==> src/rtl/apb_mem_pkg.sv <==
// Shared types and helpers for the APB-to-memory bridge.
package apb_mem_pkg;

  typedef enum logic [1:0] {StIdle, StReq, StResp} bridge_state_e;

  localparam int unsigned MEM_WORDS = 16;
  localparam int unsigned MEM_IDX_W = 4;
  localparam int unsigned DATA_W    = 32;

  // Window hit: upper bits match the base (64-byte window) and the address is word aligned.
  function automatic logic addr_hit(input logic [63:0] addr, input logic [63:0] base,
                                    input int unsigned addr_w);
    logic [63:0] mask;
    mask = ((64'h1 << addr_w) - 64'h1) & ~64'h3f;
    return (((addr ^ base) & mask) == 64'h0) && (addr[1:0] == 2'b00);
  endfunction

endpackage

==> src/rtl/bridge_timeout_ctr.sv <==
// Cycle counter for the REQ state; flags the last permitted cycle before abort.
module bridge_timeout_ctr #(
  parameter int unsigned TIMEOUT = 20
) (
  input  logic clk,
  input  logic reset,
  input  logic clr,
  input  logic en,
  output logic expired
);

  localparam int unsigned CW = $clog2(TIMEOUT + 1);

  logic [CW-1:0] count;

  always_ff @(posedge clk or posedge reset) begin
    if (reset) begin
      count <= '0;
    end else if (clr) begin
      count <= '0;
    end else if (en) begin
      count <= count + CW'(1);
    end
  end

  assign expired = (count == CW'(TIMEOUT - 1));

endmodule

==> src/rtl/apb_mem_bridge.sv <==
// APB slave converting single transfers into a held request/ready memory handshake.
module apb_mem_bridge
  import apb_mem_pkg::*;
#(
  parameter int unsigned        ADDR_W    = 32,
  parameter logic [ADDR_W-1:0]  BASE_ADDR = '0,
  parameter int unsigned        TIMEOUT   = 20
) (
  input  logic                 clk,
  input  logic                 reset,
  input  logic                 psel_i,
  input  logic                 penable_i,
  input  logic                 pwrite_i,
  input  logic [ADDR_W-1:0]    paddr_i,
  input  logic [DATA_W-1:0]    pwdata_i,
  output logic                 pready_o,
  output logic [DATA_W-1:0]    prdata_o,
  output logic                 pslverr_o,
  output logic                 mem_req_o,
  output logic                 mem_rnw_o,
  output logic [MEM_IDX_W-1:0] mem_addr_o,
  output logic [DATA_W-1:0]    mem_wdata_o,
  input  logic                 mem_ready_i,
  input  logic [DATA_W-1:0]    mem_rdata_i
);

  bridge_state_e        state, state_next;
  logic                 pready_next, pslverr_next, req_next, rnw_next;
  logic [DATA_W-1:0]    prdata_next, wdata_next;
  logic [MEM_IDX_W-1:0] addr_next;
  logic                 ctr_clr, ctr_en, expired, hit;

  assign hit = addr_hit(64'(paddr_i), 64'(BASE_ADDR), ADDR_W);

  bridge_timeout_ctr #(
    .TIMEOUT (TIMEOUT)
  ) u_timeout_ctr (
    .clk     (clk),
    .reset   (reset),
    .clr     (ctr_clr),
    .en      (ctr_en),
    .expired (expired)
  );

  always_comb begin
    state_next   = state;
    pready_next  = 1'b0;
    pslverr_next = 1'b0;
    req_next     = 1'b0;
    prdata_next  = prdata_o;
    rnw_next     = mem_rnw_o;
    addr_next    = mem_addr_o;
    wdata_next   = mem_wdata_o;
    ctr_clr      = 1'b0;
    ctr_en       = 1'b0;
    unique case (state)
      StIdle: begin
        // An access phase arriving in IDLE has no setup and is dropped.
        if (psel_i && !penable_i) begin
          rnw_next   = ~pwrite_i;
          addr_next  = paddr_i[5:2];
          wdata_next = pwdata_i;
          if (hit) begin
            state_next = StReq;
            req_next   = 1'b1;
            ctr_clr    = 1'b1;
          end else begin
            state_next   = StResp;
            pready_next  = 1'b1;
            pslverr_next = 1'b1;
            prdata_next  = '0;
          end
        end
      end
      StReq: begin
        ctr_en = 1'b1;
        if (mem_ready_i) begin
          state_next  = StResp;
          pready_next = 1'b1;
          prdata_next = mem_rnw_o ? mem_rdata_i : '0;
        end else if (expired) begin
          state_next   = StResp;
          pready_next  = 1'b1;
          pslverr_next = 1'b1;
          prdata_next  = '0;
        end else begin
          req_next = 1'b1;
        end
      end
      StResp: begin
        state_next = StIdle;
      end
      default: begin
        state_next = StIdle;
      end
    endcase
  end

  always_ff @(posedge clk or posedge reset) begin
    if (reset) begin
      state       <= StIdle;
      pready_o    <= 1'b0;
      pslverr_o   <= 1'b0;
      prdata_o    <= '0;
      mem_req_o   <= 1'b0;
      mem_rnw_o   <= 1'b0;
      mem_addr_o  <= '0;
      mem_wdata_o <= '0;
    end else begin
      state       <= state_next;
      pready_o    <= pready_next;
      pslverr_o   <= pslverr_next;
      prdata_o    <= prdata_next;
      mem_req_o   <= req_next;
      mem_rnw_o   <= rnw_next;
      mem_addr_o  <= addr_next;
      mem_wdata_o <= wdata_next;
    end
  end

endmodule

==> config.mk <==
export PLATFORM = sky130hd
export DESIGN_NAME = apb_mem_bridge
export DESIGN_NICKNAME = d
export VERILOG_FILES = /design/src/rtl/apb_mem_pkg.sv /design/src/rtl/bridge_timeout_ctr.sv /design/src/rtl/apb_mem_bridge.sv
export SDC_FILE = /design/constraint.sdc
export NUM_CORES = 1
export LEC_CHECK = 0
export BUFFER_PORTS_ARGS = -buffer_cell sky130_fd_sc_hd__buf_4
export CELL_PAD_IN_SITES_DETAIL_PLACEMENT = 1
export CELL_PAD_IN_SITES_GLOBAL_PLACEMENT = 1
export CORE_MARGIN = 4
export CORE_UTILIZATION = 34
export DETAILED_ROUTE_END_ITERATION = 16
export MAX_ROUTING_LAYER = met4
export PLACE_DENSITY_LB_ADDON = 0.12
export SLEW_MARGIN = 20
export SYNTH_ARGS = -nofsm -noshare
export SYNTH_HDL_FRONTEND = slang
export SYNTH_SLANG_ARGS = --single-unit
==> constraint.sdc <==
create_clock -name clk -period 3.1 [get_ports clk]
set_input_delay 0.465 -clock clk [delete_from_list [all_inputs] [get_ports clk]]
set_output_delay 0.465 -clock clk [all_outputs]
set_load 0.1 [all_outputs]
# Word-level counts from Yosys, hierarchy flattened
# Index checks and enable logic that the tools add are counted.
# op_classes
n_addsub	1
eq_ne	5
muxes	27
bitwise_logic	1
n_reduce_logical	11
# op_table
cell	n
$mux W32	5
$logic_not A64 Y1	1
$pmux W32 S2	1
$mux W1	11
$mux W5	2
$mux W2	4
$pmux W1 S2	3
$add A5 B1 Y5 const B	1
$eq A5 B5 Y1 const B	1
$logic_not A2 Y1	2
$ne A2 B2 Y1 const B	2
$pmux W2 S2	1
$reduce_and A2 Y1	2
$reduce_and A4 Y1	1
$reduce_bool A2 Y1	2
$ne A3 B3 Y1 const B	1
$eq A2 B1 Y1 const B	1
$logic_and A1 B1 Y1	2
$logic_not A1 Y1	1
$not A1 Y1	1
# totals
regBits	79
inputBits	102
output_inout_bits	72

# Depth between registers and ports, before layout
# Gate-level depths: netlist of the first run.
# logic_depth
word_depth	6
mapped_depth	7

# Cells and area by module
# Synthesis of the first run repeated with hierarchy kept, for this count alone.
# hier_totals
cells_unflattened	347
area_unflattened_um2	3210.6
# modules_own_cells
mod	instances	cells_per_inst	area_per_inst_um2	seq_area_each_um2
apb_mem_bridge	1	323	2927.8	1851.8
bridge_timeout_ctr	1	24	282.8	125.1

# Worst setup path after synthesis of the first run
# No wires, ideal clock.
# synth_path
path_kind	input port to flip-flop
from	in paddr_i[29]
to	reg pready_o
setup_time_ns	0.131
arrival_time_ns	1.805
path_slack_ns	1.164
cell_stages	5
n_path_buf	1
cell_sequence	or4_4 or3_4 nor3_4 buf_6 nor2_1
# synth_between
elab_chain_cells	5
# synth_lines
element	line	source
from (decl)	apb_mem_bridge.sv:14	input logic [ADDR_W-1:0] paddr_i,
$logic_not A64 Y1	apb_mem_pkg.sv:15	return (((addr ^ base) & mask) == 64'h0) && (addr[1:0] == 2'b00);
$logic_and A1 B1 Y1	apb_mem_pkg.sv:15	
$mux W1	apb_mem_bridge.sv:63	if (hit) begin
$mux W1	apb_mem_bridge.sv:59	if (psel_i && !penable_i) begin
$pmux W1 S2	apb_mem_bridge.sv:56	unique case (state)
net pready_next	apb_mem_bridge.sv:28	logic pready_next, pslverr_next, req_next, rnw_next;
to (signal assigned)	apb_mem_bridge.sv:111	pready_o <= pready_next;
to (decl)	apb_mem_bridge.sv:16	output logic pready_o,
# The timed path passes the listed nets, and every way through them passes these cells.
# A chain may end at the register's enable or synchronous reset.

# Final worst setup path of the first run
# layout_path
from	reg u_timeout_ctr.count[0]
to	reg prdata_o[21]
# layout_between
elab_chain_cells	3
# layout_lines
element	line	source
from (decl)	bridge_timeout_ctr.sv:14	logic [CW-1:0] count;
from (signal assigned)	bridge_timeout_ctr.sv:22	count <= count + CW'(1);
$eq A5 B5 Y1	bridge_timeout_ctr.sv:26	assign expired = (count == CW'(TIMEOUT - 1));
$ne A3 B3 Y1 (no line)	-	
$reduce_and A4 Y1 (no line)	-	
to (signal assigned)	apb_mem_bridge.sv:113	prdata_o <= prdata_next;
to (decl)	apb_mem_bridge.sv:17	output logic [DATA_W-1:0] prdata_o,
# No other way between the ends.

==> results of run 1 <==
## power breakdown
part	internal (mW)	switching, mW	leakage, nW	total (mW)
combinational	0.268	0.790	1.59	1.06
clock	0.370	0.378	0.0888	0.747
sequential	1.12	0.0478	0.991	1.17
## critical path: stages, from the launching register on
cell and delay [ps]:
dfrtp_1 410, ha_1 240, and4bb_2 290, o221ai_4 790, a22o_1 270, a21o_1 80
## state kept, by name, indices dropped and copies added, names as in the netlist
signal               flops
mem_req_o                1
u_timeout_ctr.count      5
pready_o                 1
mem_wdata_o             32
pslverr_o                1
mem_addr_o               4
prdata_o                32
state                    2
mem_rnw_o                1
## path summary, 6_finish.rpt
path | cells after the start | endpoint
worst max-delay path | 5 | prdata_o[21]$_DFFE_PP0P_
max in group asynchronous | 3 | mem_wdata_o[2]$_DFFE_PP0P_
worst min register to register | 1 | mem_wdata_o[24]$_DFFE_PP0P_
worst max register to register | 5 | prdata_o[21]$_DFFE_PP0P_
min in group clk | 2 | mem_rnw_o$_DFFE_PP0P_
worst min-delay path | 2 | prdata_o[27]$_DFFE_PP0P_
## per-layer routing
layer | vias to the layer above | track usage
li1 | 1246 | -
met1 | 1366 | 0.201
met2 | 97 | 0.297
met3 | 8 | 0.0638
met4 | 0 | 0.0393
met5 | - | -
## cell families (layout without fill, tap and decap cells)
kind of cell	Yosys count	after routing
buffers and inverters	19	198
flip-flops	79	79
AO/OA/AOI/OAI	69	69
XOR/XNOR	4	4
multiplexers	37	37
adder cells (fa/ha/maj)	1	1
AND/OR/NAND/NOR	33	33
## through the flow
| step | worst slack (ps) | hold slack (ps) | cell area (um2) | util | cells |
|---|---|---|---|---|---|
| final | 946 | 103 | 4950 | 0.528 | 550 |
| after global routing | 785 | 104 | 4950 | 0.528 | 550 |
| after CTS | 915 | 97.1 | 4950 | 0.528 | 550 |
| after detailed placement | 857 | 479 | 4760 | 0.508 | 535 |
| after global placement | 896 | 479 | 4760 | 0.508 | 535 |
| after floorplan | 612 | 512 | 3310 | - | 242 |
## cells in the mapped netlist, types with 2 or more instances
cell type,number
clkbuf_1,11
buf_6,3
a21o_1,32
nor2b_1,2
nand4_1,3
o21bai_1,2
mux2_2,36
dfrtp_1,79
nand2_1,5
inv_1,4
xor2_1,3
nor4_1,6
nor2_1,8
a22o_1,32
## final cells by class
| class | count | area (um2) | share of cell area |
|---|---|---|---|
| clock inverters | 5 | 58.8 | 0.0119 |
| multi-input cells | 144 | 1260 | 0.255 |
| inverters | 4 | 16.3 | 0.00329 |
| well taps | 129 | 161 | 0.0326 |
| clock buffers | 10 | 128 | 0.0258 |
| repair buffers | 179 | 1340 | 0.272 |
| flip-flops and latches | 79 | 1980 | 0.400 |
==> metrics, run 1 <==
status=finished clean; synth unique cells=30; VDD IR-drop max=0.343 mV; final WL=9.45 mm; largest net degree at the start of global routing=42; Critical Path End Type=flop; Final period util=0.695; Final ANT Viol Nets=0; Max Clk Rate=0.464 GHz; Slew Limit Fails=0; die height=107 um; Root Buffer=clkbuf_8; Worst slew margin=0.339; H-tree depth=3; EDFF count, synth=0; Max Used Layer=met4; met3 WL=709 um; most frequent cells in the layout=buf_4 (179), dfrtp_1 (79), mux2_2 (36), a22o_1 (32), a21o_1 (32); Die Width=107 um; Initial Util=0.353; met2 wire length=4.84 mm; required time worst endpoint=3380 ps; hpwl dp=7.11 mm; post-synthesis adder-cell area fraction=0.00378; fill cell count=1,071; post-synthesis cell count=242; Syn Nets=345; worst hold path type=input port to async pin; vias in the first global route=3,046; share of the synthesized area in the top cell type=0.598; largest family of logic cells by synthesized area=compound AO/OA/AOI/OAI gates; Yosys reg bits=79; Resized Gates After CTS=0; core area=9370 um2; Post-Synth Simple-Gate Area=0.0647; postcts setup bufs=0; first-pass GRT wire length=15.2 mm; hold buffer count at cts=0; routability cong.=0.716; startpoint types=flop; Main synth FF type=dfrtp_1; Synth Area in XOR/XNOR=0.0106; Final Setup Violations=0; Synth area leader=dfrtp_1; syn_area_per_cell=13.7 um2; n_diodes=0; Congestion Overflow GR=0; PortBufs=173; crit path from=u_timeout_ctr.count[0]$_DFFE_PP0P_; Longest Clk Path Bufs=2; Final min period=2150 ps; commonest non-fill, non-tap cell in the layout=buf_4; Initial DRC Count=79; I/O pin cnt=174; Arr. time, crit path=2440 ps; post-synthesis sequential area ratio=0.598; post-synthesis compound-gate area fraction=0.169; Power per Cell Area=601 nW/um2; reg2reg start=u_timeout_ctr.count[0]$_DFFE_PP0P_; initial antenna violation count=0; setup TNS=0 ps; CP Class=flop to flop; number of clock sinks=79; CTS tree=built; Static Leak=2.67 nW; drt via density=4.94; Design Power=2.97 mW; # Max-Cap Violations=0; worst slew pin tran=991 ps; Setup Skew=14.1 ps; Initial DRT Pass Iterations=4; Synth async-reset ratio=1.00; multiplexer share of the synthesized area=0.126; drc violations=0; GRT Util Overall=0.176; num rows=35; vias=2,717; Skew-Pair Late Insertion Delay=350 ps; RSZ-0062 raised after global routing=false; worst reg-to-reg setup slack=950 ps; cts bufs inserted=9; Hold Vio Cnt, Final=0; crit-path max FO=34; YS warnings=0; M1 WL=3.83 mm; Synth-to-Final Area Change=49.6%; Routed wire per std cell=17.2 um; die area=11,400 um2; Worst-path clk slew=80 ps; cell area after synthesis=3310 um2; count of nets after finishing=520; dominant cells by area after synthesis=dfrtp_1 (60%), mux2_2 (12%), a22o_1 (8.5%), a21o_1 (7.3%), clkbuf_1 (1.2%); ratio of cells with drive above 1 in the final layout=0.563
Power figures use the tool's default switching activity.
==> run 2, diff against run 1 <==
--- a/config.mk
+++ b/config.mk
@@ -5,11 +5,12 @@
 export SDC_FILE = /design/constraint.sdc
 export NUM_CORES = 1
 export LEC_CHECK = 0
+export ABC_AREA = 1
 export BUFFER_PORTS_ARGS = -buffer_cell sky130_fd_sc_hd__buf_4
 export CELL_PAD_IN_SITES_DETAIL_PLACEMENT = 1
 export CELL_PAD_IN_SITES_GLOBAL_PLACEMENT = 1
 export CORE_MARGIN = 4
-export CORE_UTILIZATION = 34
+export CORE_UTILIZATION = 31
 export DETAILED_ROUTE_END_ITERATION = 16
 export MAX_ROUTING_LAYER = met4
 export PLACE_DENSITY_LB_ADDON = 0.12
==> constraint.sdc (replaced) <==
create_clock -name clk -period 2 [get_ports clk]
set_input_delay 0.3 -clock clk [delete_from_list [all_inputs] [get_ports clk]]
set_output_delay 0.3 -clock clk [all_outputs]
set_load 0.1 [all_outputs]
==> metrics, run 2 <==
status=finished clean; ratio of cells with drive above 1 in the final layout=0.385 (-0.177); routability cong.=0.731 (+2.2%); Commonest cells post-synth=nand2_1 (188), dfrtp_1 (79), nand3_1 (25), nor2_1 (24), buf_2 (9); die height=111 um (+3.7%); num rows=37 (+5.7%); Max Clk Rate=0.678 GHz (+46%); Die Width=111 um (+3.7%); drt via density=4.44 (-10%); first-pass GRT wire length=16.6 mm (+9.2%); Resized Gates After CTS=0 (unchanged); Initial Util=0.317 (-0.0357); YS warnings=0 (unchanged); RSZ-0062 raised after global routing=false; Slew Limit Fails=0 (unchanged); CP max stage delay=410 ps (-380 ps); Yosys reg bits=79 (unchanged); Final min period=1470 ps (-680 ps); Synth area leader=dfrtp_1; worst slew pin tran=539 ps (-453 ps); final WL=9.97 mm (+5.5%); # Max-Cap Violations=0 (unchanged); die area=12,200 um2 (+7.5%); post-synthesis adder-cell area fraction=0.00384 (+0.0000552); setup TNS=0 ps (unchanged); cts bufs inserted=9 (unchanged); Worst slew margin=0.640 (+0.301); cell area after synthesis=3260 um2 (-1.4%); most frequent cells in the layout=nand2_1 (188), buf_4 (180), dfrtp_1 (79), nand3_1 (25), nor2_1 (24); M1 WL=4.32 mm (+13%); met2 wire length=4.92 mm (+1.7%); Crit path max-delay family=simple AND/OR/NAND/NOR gates; Post-DP Area=4720 um2 (-0.76%); startpoint types=flop; count leader, synth=nand2_1; H-tree depth=3 (unchanged); Synth Area in XOR/XNOR=0.0107 (+0.000155); synth unique cells=25 (-17%); fin worst setup slack=525 ps (-420 ps); Root Buffer=clkbuf_8; met3 WL=669 um (-5.6%); Design Power=4.41 mW (+48%); core area=10,300 um2 (+9.7%); worst hold path type=input port to async pin; dominant cells by area after synthesis=dfrtp_1 (61%), nand2_1 (22%), nand3_1 (3.8%), nor2_1 (2.8%), nand3_2 (2.1%); Initial DRT Pass Iterations=4 (unchanged); syn_area_per_cell=8.83 um2 (-35%); Int Power=2.66 mW (+52%); Routed wire per std cell=14.5 um (-15%); switching share of power=0.395 (-0.0139); vias in the first global route=3,347 (+9.9%); Main synth FF type=dfrtp_1; Worst Path Buf+Inv=1 (+1); drc violations=0 (unchanged); Hold Vio Cnt, Final=0 (unchanged); Skew-Pair Late Insertion Delay=340 ps (about the same); Syn Nets=472 (+37%); vias=3,049 (+12%); CP Class=flop to flop; post-synthesis compound-gate area fraction=0.0127 (-0.156); final core utilization=0.479 (-0.0490); Synth async-reset ratio=1.00 (unchanged); CTS tree=built; Layout Cells excl Fill=686 (+25%); Final period util=0.737 (+0.0424); initial antenna violation count=0 (unchanged); clock share of power=0.270 (+0.018); n_diodes=0 (unchanged); number of clock sinks=79 (unchanged); multiplexer share of the synthesized area=0 (-0.126); Max Used Layer=met4; Post-Place Worst Slack=536 ps (-321 ps); share of the synthesized area in the top cell type=0.607 (+0.00872); reg2reg start=u_timeout_ctr.count[0]$_DFFE_PP0P_; Critical Path End Type=flop; EDFF count, synth=0 (unchanged); Final Setup Violations=0 (unchanged); Net Sw Power=1.74 mW (+43%); placed insts=670 (+25%); I/O pin cnt=174 (unchanged); post-synthesis cell count=369 (+52%); post-synthesis sequential area ratio=0.607 (+0.00872); Synth-to-Final Area Change=51.0%; Initial DRC Count=102 (+29%); Arr. time, crit path=1760 ps (-680 ps); GRT Util Overall=0.170 (-0.00560); power share of the combinational group=0.326 (-0.030); Final Hold Slack=4.44 ps (-98.7 ps); Power per Cell Area=895 nW/um2 (+49%); biggest regs=mem_wdata_o: 32 flops, prdata_o: 32 flops, u_timeout_ctr.count: 5 flops; final instance area=4920 um2 (-0.51%); hpwl dp=7.54 mm (+6.0%); count of nets after finishing=648 (+25%); Static Leak=2.77 nW (+3.5%); critical path depth=7 (+2); Worst-path clk slew=80 ps (about the same); Final ANT Viol Nets=0 (unchanged); Congestion Overflow GR=0 (unchanged); crit path cell chain=ha_1 > nand4_1 > nand2_1 > nand2_1 > buf_4 > nand3_1 > nand2_1; Reg2Reg Capture Point=prdata_o[13]$_DFFE_PP0P_; required time worst endpoint=2280 ps (-1100 ps); Setup Skew=7.35 ps (-6.78 ps); Post-Synth Simple-Gate Area=0.325 (+0.260); VDD IR-drop max=0.469 mV (+37%); most frequent CP cell=nand2_1; Slowest-stage cell, CP=dfrtp_1; path depth of the worst reg2reg path=7 (+2); PortBufs=173 (unchanged); fill cell count=1,281 (+20%); Longest Clk Path Bufs=2 (unchanged); crit-path max FO=19 (-44%); largest net degree at the start of global routing=43 (+2.4%); largest family of logic cells by synthesized area=simple AND/OR/NAND/NOR gates; sequential share of power=0.404 (+0.012); commonest non-fill, non-tap cell in the layout=nand2_1; hold buffer count at cts=0 (unchanged); worst reg-to-reg setup slack=530 ps (-420 ps); postcts setup bufs=0 (unchanged)
-- run 2: cell types whose count changed in the layout (fill, tap and decap cells not counted), sizes merged, moves of 18 or more --
cell   change
nor2      +18
nand2    +185
a22o      -32
mux2      -36
a21o      -32
nand3     +31
-- run 2: metal layers --
metal | vias up | GRT usage
li1 | 1489 | -
met1 | 1457 | 0.198
met2 | 98 | 0.284
met3 | 5 | 0.0614
met4 | 0 | 0.0369
met5 | - | -
-- run 2: logic make-up (layout without fill, tap and decap cells) --
kind of cell / after synthesis / after routing
adders and majority gates: 1 / 1
xor gates and xnor gates: 4 / 4
AOI/OAI and AO/OA: 5 / 5
and+or+nand+nor: 254 / 254
buffers and inverters: 26 / 207
DFF: 79 / 79
-- run 2: power groups by stage --
stage	combinational [mW]	sequential, mW	clock, mW
2_1_floorplan	0.171	2.65	0
6_report	1.44	1.78	1.19
3_3_place_gp	1.44	1.81	0
4_1_cts	1.45	1.78	1.25
3_5_place_dp	1.45	1.81	0
5_1_grt	1.50	1.80	1.33
-- run 2: worst register-to-register path: cells and delay by family (launching register included) --
family	cells	cell delay, ps
fa+ha+maj	1	220
buf+inv	1	260
flops	1	410
simple gates	5	530
-- run 2: area by class of cell --
class	count	area, um2	area share
clock buffer	11	141	0.0287
clock inverter	5	56.3	0.0114
inverter	9	37.5	0.00763
multi-input combinational	264	1150	0.233
sequential	79	1980	0.402
tap	136	170	0.0346
timing repair buffer	182	1390	0.283
-- run 2: worst max path at each step --
stage / startpoint / endpoint / slack [ps]
4_1_cts: u_timeout_ctr.count[0]$_DFFE_PP0P_ / prdata_o[13]$_DFFE_PP0P_ / 500
6_report: u_timeout_ctr.count[0]$_DFFE_PP0P_ / prdata_o[13]$_DFFE_PP0P_ / 530
2_1_floorplan: mem_rnw_o$_DFFE_PP0P_ / prdata_o[0]$_DFFE_PP0P_ / 380
5_1_grt: u_timeout_ctr.count[0]$_DFFE_PP0P_ / prdata_o[15]$_DFFE_PP0P_ / 420
3_3_place_gp: u_timeout_ctr.count[0]$_DFFE_PP0P_ / prdata_o[24]$_DFFE_PP0P_ / 560
3_5_place_dp: paddr_i[13] / prdata_o[9]$_DFFE_PP0P_ / 540
==> run 3, diff against run 2 <==
--- a/config.mk
+++ b/config.mk
@@ -10,7 +10,7 @@
 export CELL_PAD_IN_SITES_DETAIL_PLACEMENT = 1
 export CELL_PAD_IN_SITES_GLOBAL_PLACEMENT = 1
 export CORE_MARGIN = 4
-export CORE_UTILIZATION = 31
+export CORE_UTILIZATION = 28
 export DETAILED_ROUTE_END_ITERATION = 16
 export MAX_ROUTING_LAYER = met4
 export PLACE_DENSITY_LB_ADDON = 0.12
==> constraint.sdc (replaced) <==
create_clock -name clk -period 1.2 [get_ports clk]
set_input_delay 0.18 -clock clk [delete_from_list [all_inputs] [get_ports clk]]
set_output_delay 0.18 -clock clk [all_outputs]
set_load 0.1 [all_outputs]
==> metrics, run 3 (synthesis results as in run 2) <==
status=finished with violations; failing checks=setup timing; Design Power=8.67 mW (+97%); Root Buffer=clkbuf_16; CTS tree=built; Max Clk Rate=0.708 GHz (+4.4%); Worst slew margin=0.721 (+0.0812); Die Width=116 um (+4.8%); PortBufs=173 (unchanged); n_diodes=0 (unchanged); required time worst endpoint=1420 ps (-860 ps); H-tree depth=3 (unchanged); RSZ-0062 raised after global routing=true; num rows=39 (+5.4%); ratio of cells with drive above 1 in the final layout=0.571 (+0.185); Initial DRT Pass Iterations=4 (unchanged); number of clock sinks=79 (unchanged); VDD IR-drop max=0.930 mV (+98%); Slew Limit Fails=0 (unchanged); biggest regs=mem_wdata_o: 32 flops, prdata_o: 32 flops, u_timeout_ctr.count: 5 flops; routability cong.=0.741 (+1.3%); Final Setup Violations=66 (+66); Critical Path End Type=flop; Congestion Overflow GR=0 (unchanged); I/O pin cnt=174 (unchanged); die area=13,400 um2 (+9.9%); Final min period=1410 ps (-62.1 ps); commonest non-fill, non-tap cell in the layout=buf_4; cts bufs inserted=9 (unchanged); hpwl dp=7.96 mm (+5.6%); Longest Clk Path Bufs=2 (unchanged); Routed wire per std cell=16.9 um (+16%); worst reg-to-reg setup slack=-210 ps (-740 ps); Setup Skew=7.29 ps (-0.0572 ps); Worst-path clk slew=60 ps (-20 ps); reg2reg start=u_timeout_ctr.count[1]$_DFFE_PP0P_; Initial DRC Count=134 (+31%); Power per Cell Area=1420 nW/um2 (+58%); most frequent cells in the layout=buf_4 (153), nand2_1 (128), dfrtp_1 (77), buf_6 (47), nand2_2 (43); count of nets after finishing=687 (+6.0%); final WL=12.3 mm (+23%); drt via density=4.55 (+2.5%); vias in the first global route=3,501 (+4.6%); hold endpoint=mem_rnw_o$_DFFE_PP0P_; drc violations=0 (unchanged); path depth of the worst reg2reg path=7 (unchanged); Post-Place Worst Slack=-194 ps (-731 ps); Cells on Worst Hold Path=2; GRT Util Overall=0.163 (-0.00684); Skew-Pair Late Insertion Delay=340 ps (about the same); Hold Vio Cnt, Final=0 (unchanged); worst hold path type=input port to flop; worst slew pin tran=418 ps (-121 ps); crit-path max FO=11 (-8); largest net degree at the start of global routing=36 (-16%); Initial Util=0.285 (-0.0317); fill cell count=1,269 (-0.94%); core area=11,400 um2 (+11%); die height=116 um (+4.8%); fin worst setup slack=-213 ps (-738 ps); Arr. time, crit path=1630 ps (-130 ps); vias=3,325 (+9.1%); initial antenna violation count=0 (unchanged); startpoint types=flop; first-pass GRT wire length=16.7 mm (+0.58%); hold path startpoint=pwrite_i; Synth-to-Final Area Change=87.8%; Final ANT Viol Nets=0 (unchanged); Static Leak=3.29 nW (+19%); CP Class=flop to flop; Reg2Reg Capture Point=prdata_o[7]$_DFFE_PP0P_; # Max-Cap Violations=0 (unchanged); Final period util=1.18 (+0.440); crit path from=u_timeout_ctr.count[1]$_DFFE_PP0P_
==> run 3: layer usage <==
layer | track usage | share of wire | routed length, um
met5 | - | 0 | 0
met4 | 0.0580 | 0.016 | 191
met3 | 0.0350 | 0.068 | 841
met2 | 0.269 | 0.53 | 6510
met1 | 0.198 | 0.39 | 4750
==> run 3: per-stage QoR <==
stage / setup TNS, ps / cells / utilization / hold slack [ps] / instance area [um2]
2_1_floorplan: -3460 / 369 / - / 277 / 3280
3_3_place_gp: -4850 / 695 / 0.429 / 264 / 4900
3_5_place_dp: -7890 / 695 / 0.429 / 270 / 4900
4_1_cts: -4050 / 713 / 0.466 / 24.8 / 5320
5_1_grt: -11930 / 730 / 0.536 / 7.46 / 6120
6_report: -7160 / 730 / 0.536 / 9.11 / 6120
==> run 3: timing repair <==
item                                   4_1_cts  5_1_grt
pin swaps                                    4       39
resized for setup                           22      157
hold buffers                                 1        0
cloned                                       0       10
setup endpoints to repair                   71      108
endpoints found under the hold margin       47        0
setup buffers                                4       11
==> run 3: final cells by class <==
class,count,area [um2],area share
Tap cell,143,179,0.0292
Inverter,9,43.8,0.00716
Multi-Input combinational cell,264,1520,0.248
Sequential cell,79,1980,0.324
Clock buffer,10,229,0.0374
Timing Repair Buffer,221,2100,0.343
Clock inverter,4,72.6,0.0119
==> run 3: worst max-delay path by stage <==
stage	end	slack (ps)	depth (start not counted)
6_report	prdata_o[7]$_DFFE_PP0P_	-210	7
5_1_grt	prdata_o[7]$_DFFE_PP0P_	-270	7
4_1_cts	prdata_o[14]$_DFFE_PP0P_	-150	7
3_5_place_dp	prdata_o[14]$_DFFE_PP0P_	-190	7
3_3_place_gp	prdata_o[23]$_DFFE_PP0P_	-130	7
2_1_floorplan	prdata_o[10]$_DFFE_PP0P_	-120	5
==> run 3: power breakdown <==
group | internal (mW) | switching [mW] | leakage [nW] | total [mW]
Sequential | 2.86 | 0.168 | 1.01 | 3.03
Combinational | 0.836 | 1.95 | 2.13 | 2.79
Clock | 1.79 | 1.05 | 0.144 | 2.85
==> run 3: worst max-delay path: stages (launching register included) <==
cell and delay, ps:
dfrtp_1 370, ha_2 200, nand4_1 150, nand2_2 150, nand2_4 90, clkbuf_16 180, nand3_1 80, nand2_1 60
